**src/rtl/hack_pkg.sv**
```systemverilog
// Shared types and instruction-field constants for the Hack CPU control stage.
package hack_pkg;

  localparam int WORD_W = 16;

  localparam int IS_C   = 15;
  localparam int A_BIT  = 12;
  localparam int CTL_HI = 11;
  localparam int CTL_LO = 6;
  localparam int DEST_A = 5;
  localparam int DEST_D = 4;
  localparam int DEST_M = 3;

  localparam logic [2:0] JNULL = 3'b000;
  localparam logic [2:0] JGT   = 3'b001;
  localparam logic [2:0] JEQ   = 3'b010;
  localparam logic [2:0] JGE   = 3'b011;
  localparam logic [2:0] JLT   = 3'b100;
  localparam logic [2:0] JNE   = 3'b101;
  localparam logic [2:0] JLE   = 3'b110;
  localparam logic [2:0] JMP   = 3'b111;

  typedef enum logic [1:0] {
    ST_FETCH = 2'd0,
    ST_EXEC  = 2'd1,
    ST_WRITE = 2'd2,
    ST_HALT  = 2'd3
  } state_t;

endpackage

```
**src/rtl/hack_cpu_ctrl_jump_cond.sv**
```systemverilog
// Jump decision from the three jump bits and the ALU sign/zero flags.
module hack_jump_cond
  import hack_pkg::*;
(
  input  logic [2:0] j,
  input  logic       zr,
  input  logic       ng,
  output logic       take
);

  assign take = (j[2] & ng) | (j[1] & zr) | (j[0] & ~ng & ~zr);

endmodule

```
**src/rtl/hack_cpu_ctrl.sv**
```systemverilog
// Hack CPU control/register stage: fetch handshake, A/D/PC registers, ALU drive, M write.
// Optional halt-on-self-jump detection enabled by defining HACK_HALT_DETECT_EN.
//
// state | meaning
// FETCH | instr_ready=1, wait for instr_valid, latch ir
// EXEC  | drive ALU, commit A/D/PC, maybe launch M write
// WRITE | hold write_m/out_m/address_m until mem_ready
// HALT  | self-jump seen (HACK_HALT_DETECT_EN only); only reset exits
module hack_cpu_ctrl
  import hack_pkg::*;
#(
  parameter int          PC_W     = 15,
  parameter int unsigned RESET_PC = 0
) (
  input  logic              clk,
  input  logic              reset,
  input  logic [15:0]       instr,
  input  logic              instr_valid,
  output logic              instr_ready,
  output logic [PC_W-1:0]   pc,
  input  logic [15:0]       in_m,
  output logic [PC_W-1:0]   address_m,
  output logic [15:0]       out_m,
  output logic              write_m,
  input  logic              mem_ready,
  output logic [15:0]       alu_x,
  output logic [15:0]       alu_y,
  output logic [5:0]        alu_ctl,
  input  logic [15:0]       alu_out,
  input  logic              alu_zr,
  input  logic              alu_ng,
  output logic              halted
);

  logic [WORD_W-1:0] a_reg;
  logic [WORD_W-1:0] d_reg;
  logic [WORD_W-1:0] ir;
  logic [PC_W-1:0]   pc_reg;
  logic [PC_W-1:0]   wr_addr;
  logic [PC_W-1:0]   a_addr;
  logic [PC_W-1:0]   pc_seq;
  logic              halt_pending;
  logic              halt_hit;
  logic              take;
  state_t            state;

  assign a_addr = a_reg[PC_W-1:0];
  assign pc_seq = pc_reg + PC_W'(1);

  hack_jump_cond u_jump_cond (
    .j    (ir[2:0]),
    .zr   (alu_zr),
    .ng   (alu_ng),
    .take (take)
  );

`ifdef HACK_HALT_DETECT_EN
  assign halt_hit = (ir[2:0] == JMP) && (a_addr == pc_reg);
`else
  assign halt_hit = 1'b0;
`endif

  always_ff @(posedge clk) begin
    if (reset) begin
      state        <= ST_FETCH;
      a_reg        <= '0;
      d_reg        <= '0;
      ir           <= '0;
      pc_reg       <= PC_W'(RESET_PC);
      wr_addr      <= '0;
      out_m        <= '0;
      write_m      <= 1'b0;
      halt_pending <= 1'b0;
      halted       <= 1'b0;
    end else begin
      case (state)
        ST_FETCH: begin
          if (instr_valid) begin
            ir    <= instr;
            state <= ST_EXEC;
          end
        end
        ST_EXEC: begin
          if (!ir[IS_C]) begin
            a_reg  <= {1'b0, ir[WORD_W-2:0]};
            pc_reg <= pc_seq;
            state  <= ST_FETCH;
          end else begin
            if (ir[DEST_A]) a_reg <= alu_out;
            if (ir[DEST_D]) d_reg <= alu_out;
            // jump target and write address both use A before this update
            pc_reg <= take ? a_addr : pc_seq;
            if (ir[DEST_M]) begin
              out_m        <= alu_out;
              wr_addr      <= a_addr;
              write_m      <= 1'b1;
              halt_pending <= halt_hit;
              state        <= ST_WRITE;
            end else if (halt_hit) begin
              halted <= 1'b1;
              state  <= ST_HALT;
            end else begin
              state <= ST_FETCH;
            end
          end
        end
        ST_WRITE: begin
          if (mem_ready) begin
            write_m <= 1'b0;
            if (halt_pending) begin
              halted <= 1'b1;
              state  <= ST_HALT;
            end else begin
              state <= ST_FETCH;
            end
          end
        end
`ifdef HACK_HALT_DETECT_EN
        ST_HALT: state <= ST_HALT;
`endif
        default: state <= ST_FETCH;
      endcase
    end
  end

  assign instr_ready = (state == ST_FETCH);
  assign pc          = pc_reg;
  assign address_m   = (state == ST_WRITE) ? wr_addr : a_addr;
  assign alu_x       = d_reg;
  assign alu_y       = ir[A_BIT] ? in_m : a_reg;
  assign alu_ctl     = ir[CTL_HI:CTL_LO];

endmodule

```
**config.mk**
```make
export PLATFORM = sky130hd
export DESIGN_NAME = hack_cpu_ctrl
export DESIGN_NICKNAME = d
export VERILOG_FILES = /design/src/rtl/hack_pkg.sv /design/src/rtl/hack_cpu_ctrl_jump_cond.sv /design/src/rtl/hack_cpu_ctrl.sv
export SDC_FILE = /design/constraint.sdc
export NUM_CORES = 1
export LEC_CHECK = 0
export CORE_ASPECT_RATIO = 1.1
export CORE_MARGIN = 5
export CORE_UTILIZATION = 50
export DETAILED_ROUTE_END_ITERATION = 8
export PLACE_DENSITY = 0.93
export REMOVE_ABC_BUFFERS = 1
export SKIP_CTS_REPAIR_TIMING = 1
export SYNTH_ARGS = -nofsm -noshare
export SYNTH_HDL_FRONTEND = slang
export SYNTH_SLANG_ARGS = --single-unit
```
**constraint.sdc**
```tcl
create_clock -name clk -period 4.7 [get_ports clk]
set_clock_uncertainty 0.2 [all_clocks]
set_input_delay 0.94 -clock clk [delete_from_list [all_inputs] [get_ports clk]]
set_output_delay 0.94 -clock clk [all_outputs]
set_load 0.02 [all_outputs]
```
-- After elaboration in Yosys (flattened, before gate mapping)
Cells that the tools add are included.
- reductions and logical operators: 8
- $mul: 0
- eq/ne operators: 7
- shifts and indexed selects: 0
- div/mod/pow operators: 0
- add/sub/neg operators: 1
- bitwise logic cells: 8
- magnitude comparators: 0
- mux-type cells: 15
- operators by type and width (cell ; number):
    16-bit two-way mux ; 3
    15-bit two-way mux ; 3
    15-bit by 1-bit adder with 15-bit output (second input constant) ; 1
    2-bit inequality test (second input constant) ; 5
    2-bit two-way mux ; 4
    2-bit one-hot mux with 3 select lines ; 1
    2-bit AND reduction ; 3
    3-bit AND reduction ; 2
    1-bit AND ; 4
    4-bit AND reduction ; 1
    1-bit two-way mux ; 3
    2-bit by 1-bit == test with 1-bit output (second input constant) ; 1
    2-bit == test (second input constant) ; 1
    2-bit zero test ; 1
    1-bit inverter ; 2
    1-bit OR ; 2
    1-bit one-hot mux with 2 select lines ; 1
    2-bit nonzero test ; 1
- bits in latches: 0
- memories kept: 0
- ROM bits: 0
- bits in registers: 97
- RAM bits: 0
- word-level logic and storage cells: 47
- input port bits: 54

-- Longest topological paths before layout
Gate-level depths: netlist of the first run.
- word-level depth: 6
- mapped depth: 7
- gate-level depth less buffers: 5

-- Modules after synthesis
A second synthesis of the first run with hierarchy kept.
- cell total of the unflattened synthesis: 531
- area total of the unflattened synthesis: 4355.4 µm²
- modules (own cells, without submodules) (module ; cells an instance ; times used ; area an instance (µm²) ; sequential area each (µm²)):
    hack_cpu_ctrl ; 529 ; 1 ; 4337.9 ; 1941.9
    hack_jump_cond ; 2 ; 1 ; 17.5 ; 0.0

-- Worst setup path after synthesis of the first run
Ideal clock, no wire load.
- path kind: reg2out
- start: register state[1]
- end: output port address_m[10]
- path buffers: 2
- path slack: 2180 ps
- cell stages (with the launch flop): 5
- arrival: 1380 ps
- cell sequence: dfxtp_1 nor2b_1 clkbuf_1 buf_2 mux2_2
- longest elaborated chain between the ends: 2
- RTL lines (element ; line ; source):
    start: declaration ; hack_cpu_ctrl.sv:45 ; state_t state;
    start signal: assignment ; hack_cpu_ctrl.sv:65 ; state <= ST_FETCH;
    start signal: assignment ; hack_cpu_ctrl.sv:80 ; state <= ST_EXEC;
    start signal: assignment ; hack_cpu_ctrl.sv:87 ; state <= ST_FETCH;
    2-bit == test ; hack_cpu_ctrl.sv:128 ; assign address_m = (state == ST_WRITE) ? wr_addr : a_addr;
    15-bit two-way mux ; hack_cpu_ctrl.sv:128 ;
    end: declaration ; hack_cpu_ctrl.sv:22 ; output logic [PC_W-1:0] address_m,
Every way passes these cells.

-- Worst setup path after layout of the first run
- start: register state[1]
- end: output port address_m[3]
The elaborated chain is that of the path after synthesis.

==> reports/metrics.yaml, run 1 <==
design.die.area_sq_mm: 0.01080
cap_violations: 0
dpl_cell_area_sq_mm: 0.005736
antenna_found_initial: 0
setup-tns-final_ps: 0
critPathArrivalTime_ps: 2550
hp-class: "reg2reg"
core_area_sq_mm: 0.008738
cts_tree: "yes"
hold_viol: 0
avgSynthCellArea_sq_um: 8.244
num_vias: 4256
firstDrtPassIters: 5
synth_area_leaders: "dfxtp_1 44%, nand2_1 12%, a21oi_1 8.2%"
synthFlopType: "dfxtp_1"
place_ws_ps: 1383
dp_hpwl_um: 9191
ys_warn_count: 0
grt.overflow.total: 0
r2r-start: "state[0]"
worstSetupStartpointType: "flop"
clockBufferDepth: 2
wl_per_cell_um: 17.33
worst_pin_slew_ps: 1034
reg2reg_slack_ps: 2200
grt_pass1_vias: 4306
synth.largest_area_cell: "dfxtp_1"
p_total_mw: 1.683
synthDominantCellAreaShare: 0.4403
portBuffers: 139
area_growth_pct: 34.75
syn_inst: 535
cts-htree-levels: 3
vdd_drop_max_mv: 0.2101
diodes: 0
drtAntennaViolNets: 0
synth-edff-count: 0
relSlewSlack: 0.3073
grt_max_degree: 98
setup_viol: 0
root_buffer: "clkbuf_8"
cts.sinks: 97
period_share: 0.7858
ios: 141
endpoint_kind: "output port"
crit_path_max_fanout: 17
gp_congestion: 0.8224
rsz0062_at_grt: "no"
grt_pass1_wl_um: 21060
leakage_nw: 2.027
rows: 36
drc: 0
synthDistinctLibCells: 45
synth-seq-area-share: 0.4403
r2r_end: "a_reg[11]"
synth-seq-cells: 97
holdWs_ps: 258.5
required_ps: 3560
syn_area_sq_mm: 0.004410
drive_above_1_share: 0.08398
drt_wl_total_um: 13120
cellPowerDensity_mw_per_mm2: 283.2
setup_ws_ps: 1007
fmax_mhz: 270.8
setup.worst_path.end: "address_m[3]"
die_w_um: 99.55
reg2reg_depth: 5
status: "complete, no violations"
nets: 693
die_height_um: 108.5
instances_no_fill: 757
slew_viol_final: 0
cts_buffers: 9
dp.cells: 741
clk-insertion-delay-late_ps: 360
clk_pin_slew_worst_paths_ps: 80
start_util: 0.5047
final_area_sq_mm: 0.005943
grtUsageTotal: 0.2454
fin_crit_ps: 3693
drt_iter0_drc: 240
critPathLaunch: "state[1]"
avgViaCountPerCell: 5.622
utilization: 0.6801
synthArstFlopShare: 0
criticalPathCategory: "reg2out"
synth_stat cells, types with 3 or more instances:
cell type,count
nand4_1,6
and2_1,3
o32ai_1,5
mux2_2,31
mux2i_1,19
a211oi_1,16
inv_1,8
o211ai_1,4
and3_1,5
buf_2,11
a21oi_1,72
buf_4,8
clkbuf_1,29
a31oi_1,4
nand2_1,137
nand3_1,10
nor2_1,27
and4_1,3
nor2b_1,3
dfxtp_1,97
a2bb2oi_1,4
nand2b_1,3
buf_1,3
per-layer routing:
layer,GRT usage,share of wire,vias to the layer above
met3,0.06323,0.083,25
li1,-,-,2046
met4,0.1015,0.024,0
met5,0,0,-
met1,0.2924,0.40,2021
met2,0.4199,0.50,164
layout make-up:
| class | count | area, sq um |
|---|---|---|
| tap | 114 | 142.6 |
| inverter | 8 | 30.03 |
| fill | 700 | 2795 |
| sequential | 97 | 1942 |
| clock inverter | 2 | 35.03 |
| clock buffer | 14 | 172.7 |
| multi-input combinational | 378 | 2195 |
| timing repair buffer | 144 | 1426 |
logic make-up (layout without fill, tap and decap cells):
| group | Yosys count | in the layout | synth area share |
|---|---|---|---|
| DFF | 97 | 97 | 0.4403 |
| AOI/OAI and AO/OA | 122 | 122 | 0.1708 |
| buffers and inverters | 60 | 168 | 0.06269 |
| other | 1 | 1 | 0.0008502 |
| and+or+nand+nor | 202 | 202 | 0.1952 |
| adders and majority gates | 1 | 1 | 0.002836 |
| muxes | 52 | 52 | 0.1274 |
how the worst min path moves through the flow:
stage | depth (start not counted) | start | to
after floorplan | 2 | wr_addr[0] | wr_addr[0]
after global placement | 2 | wr_addr[2] | wr_addr[2]
after detailed placement | 2 | wr_addr[10] | wr_addr[10]
after CTS | 2 | wr_addr[10] | wr_addr[10]
after global routing | 2 | alu_x[2] | alu_x[2]
final | 2 | out_m[5] | out_m[5]
critical path, stage by stage (launching register included):
cell	delay, ps
dfxtp_1	360
nor2b_2	840
mux2_2	420
clkdlybuf4s50_1	570
power by group:
group          leakage [nW]  switching (mW)  internal, mW
logic                  1.13           0.118         0.126
clock network         0.107           0.279         0.290
registers             0.786          0.0292         0.841
layout by cell type (no fill, tap or decap), drive strengths merged, types with 2 or more instances in the layout:
cell	synthesis	layout
clkdlybuf4s50	0	138
nand2	137	137
dfxtp	97	97
a21oi	72	72
mux2	33	33
nor2	27	27
mux2i	19	19
a211oi	16	16
clkbuf	29	14
nand3	10	10
inv	8	8
nand4	6	6
buf	23	6
and3	5	5
o32ai	5	5
o211ai	4	4
a2bb2oi	4	4
a31oi	4	4
o21ai	4	4
and2	3	3
and4	3	3
nand2b	3	3
nor2b	3	3
o21a	2	2
or4	2	2
o31a	2	2
No activity file was read; power rests on OpenSTA's default activity.
==> run 2, diff against run 1 <==
--- a/config.mk
+++ b/config.mk
@@ -7,9 +7,9 @@
 export LEC_CHECK = 0
 export CORE_ASPECT_RATIO = 1.1
 export CORE_MARGIN = 5
-export CORE_UTILIZATION = 50
+export CORE_UTILIZATION = 46
 export DETAILED_ROUTE_END_ITERATION = 8
-export PLACE_DENSITY = 0.93
+export PLACE_DENSITY = 0.87
 export REMOVE_ABC_BUFFERS = 1
 export SKIP_CTS_REPAIR_TIMING = 1
 export SYNTH_ARGS = -nofsm -noshare
==> constraint.sdc (replaced) <==
create_clock -name clk -period 3.81 [get_ports clk]
set_clock_uncertainty 0.2 [all_clocks]
set_input_delay 0.762 -clock clk [delete_from_list [all_inputs] [get_ports clk]]
set_output_delay 0.762 -clock clk [all_outputs]
set_load 0.02 [all_outputs]
==> reports/metrics.yaml, run 2 (synthesis gave the netlist of run 1 again) <==
critPathLaunch: "state[1]"
rows: 37
final_cell_mix: "138 x clkdlybuf4s50_1, 137 x nand2_1, 97 x dfxtp_1, 72 x a21oi_1, 31 x mux2_2"
root_buffer: "clkbuf_8"
cp_num_cells: 4
period_share: 0.8838
setup-tns-final_ps: 0
cts_tree: "yes"
leakage_nw: 2.011
worstSetupStartpointType: "flop"
grtUsageTotal: 0.2222
avgViaCountPerCell: 5.596
clk-insertion-delay-late_ps: 350
cellPowerDensity_mw_per_mm2: 331.6
start_util: 0.4716
crit_path_max_fanout: 10
slew_viol_final: 0
gp_congestion: 0.8766
reg2reg_depth: 5
num_vias: 4264
core_area_sq_mm: 0.009351
area_growth_pct: 34.21
fmax_mhz: 297.0
slowest_stage: "clkdlybuf4s50_1"
drtAntennaViolNets: 0
r2r_end: "wr_addr[8]"
r2r-start: "state[0]"
clockBufferDepth: 2
hp-class: "reg2reg"
cts-htree-levels: 3
drc: 0
grt_pass1_wl_um: 20930
grt_max_degree: 66
drt_wl_total_um: 13090
fin_crit_ps: 3367
path_cells: "nor2b_2 -> buf_4 -> mux2_2 -> clkdlybuf4s50_1"
worst_pin_slew_ps: 1003
die_w_um: 103.4
p_total_mw: 1.963
grt.overflow.total: 0
rsz0062_at_grt: "no"
setup.worst_path.end: "address_m[11]"
wl_per_cell_um: 17.18
cts.sinks: 97
diodes: 0
die_height_um: 112.7
path_buf_inv: 2
antenna_found_initial: 0
ios: 141
relSlewSlack: 0.3311
criticalPathCategory: "reg2out"
crit_path_max_incr_delay_ps: 540
portBuffers: 139
nets: 695
design.die.area_sq_mm: 0.01165
final_common_cell: "clkdlybuf4s50_1"
drt_iter0_drc: 230
endpoint_kind: "output port"
drive_above_1_share: 0.08527
crit_family: "buffers and inverters"
grt_pass1_vias: 4254
dp_hpwl_um: 9508
reg2reg_slack_ps: 1250
status: "complete, no violations"
setup_viol: 0
cap_violations: 0
critPathArrivalTime_ps: 2410
vdd_drop_max_mv: 0.2020
firstDrtPassIters: 5
cts_buffers: 9
required_ps: 2850
hold_viol: 0
clk_pin_slew_worst_paths_ps: 90
## run 2: layout make-up
type	instances	area, sq um
Clock buffer	12	135.1
Clock inverter	4	30.03
Fill cell	777	3432
Inverter	8	30.03
Multi-Input combinational cell	378	2195
Sequential cell	97	1942
Tap cell	117	146.4
Timing Repair Buffer	146	1441
## run 2: through the flow
step / instances / instance area, sq um / hold slack (ps) / util / setup WS, ps
floorplan: 483 / 4164 / 226.8 / - / 1247
global placement: 746 / 5754 / 238.7 / 0.6153 / 876.5
detailed placement: 746 / 5754 / 243.9 / 0.6153 / 824.7
CTS: 762 / 5919 / 256.6 / 0.6330 / 426.0
global route: 762 / 5919 / 280.1 / 0.6330 / 336.7
finish: 762 / 5919 / 255.9 / 0.6330 / 442.7
## run 2: power by group
part	internal, mW	switching, mW
combinational	0.156	0.146
sequential	1.04	0.0364
clock	0.240	0.347
total	1.43	0.529
## run 2: worst min path at each step
stage | depth (start not counted) | start | end | slack, ps
global placement | 2 | wr_addr[9] | wr_addr[9] | 240
global route | 2 | ir[14] | ir[14] | 280
floorplan | 2 | wr_addr[0] | wr_addr[0] | 230
CTS | 2 | wr_addr[2] | wr_addr[2] | 260
detailed placement | 2 | wr_addr[2] | wr_addr[2] | 240
finish | 2 | wr_addr[2] | wr_addr[2] | 260
## run 2: tightest hold or removal path: cells and delay by family (launching register included)
kind | cells | cell delay [ps]
and+or+nand+nor | 1 | 50
DFF | 1 | 310
AOI/OAI and AO/OA | 1 | 50
## run 2: per-layer routing
layer / vias up / global-route usage / part of all wire
met4: 0 / 0.07081 / 0.023
met5: - / 0 / 0
met2: 150 / 0.3869 / 0.52
li1: 2052 / - / -
met3: 23 / 0.03946 / 0.059
met1: 2039 / 0.2732 / 0.40
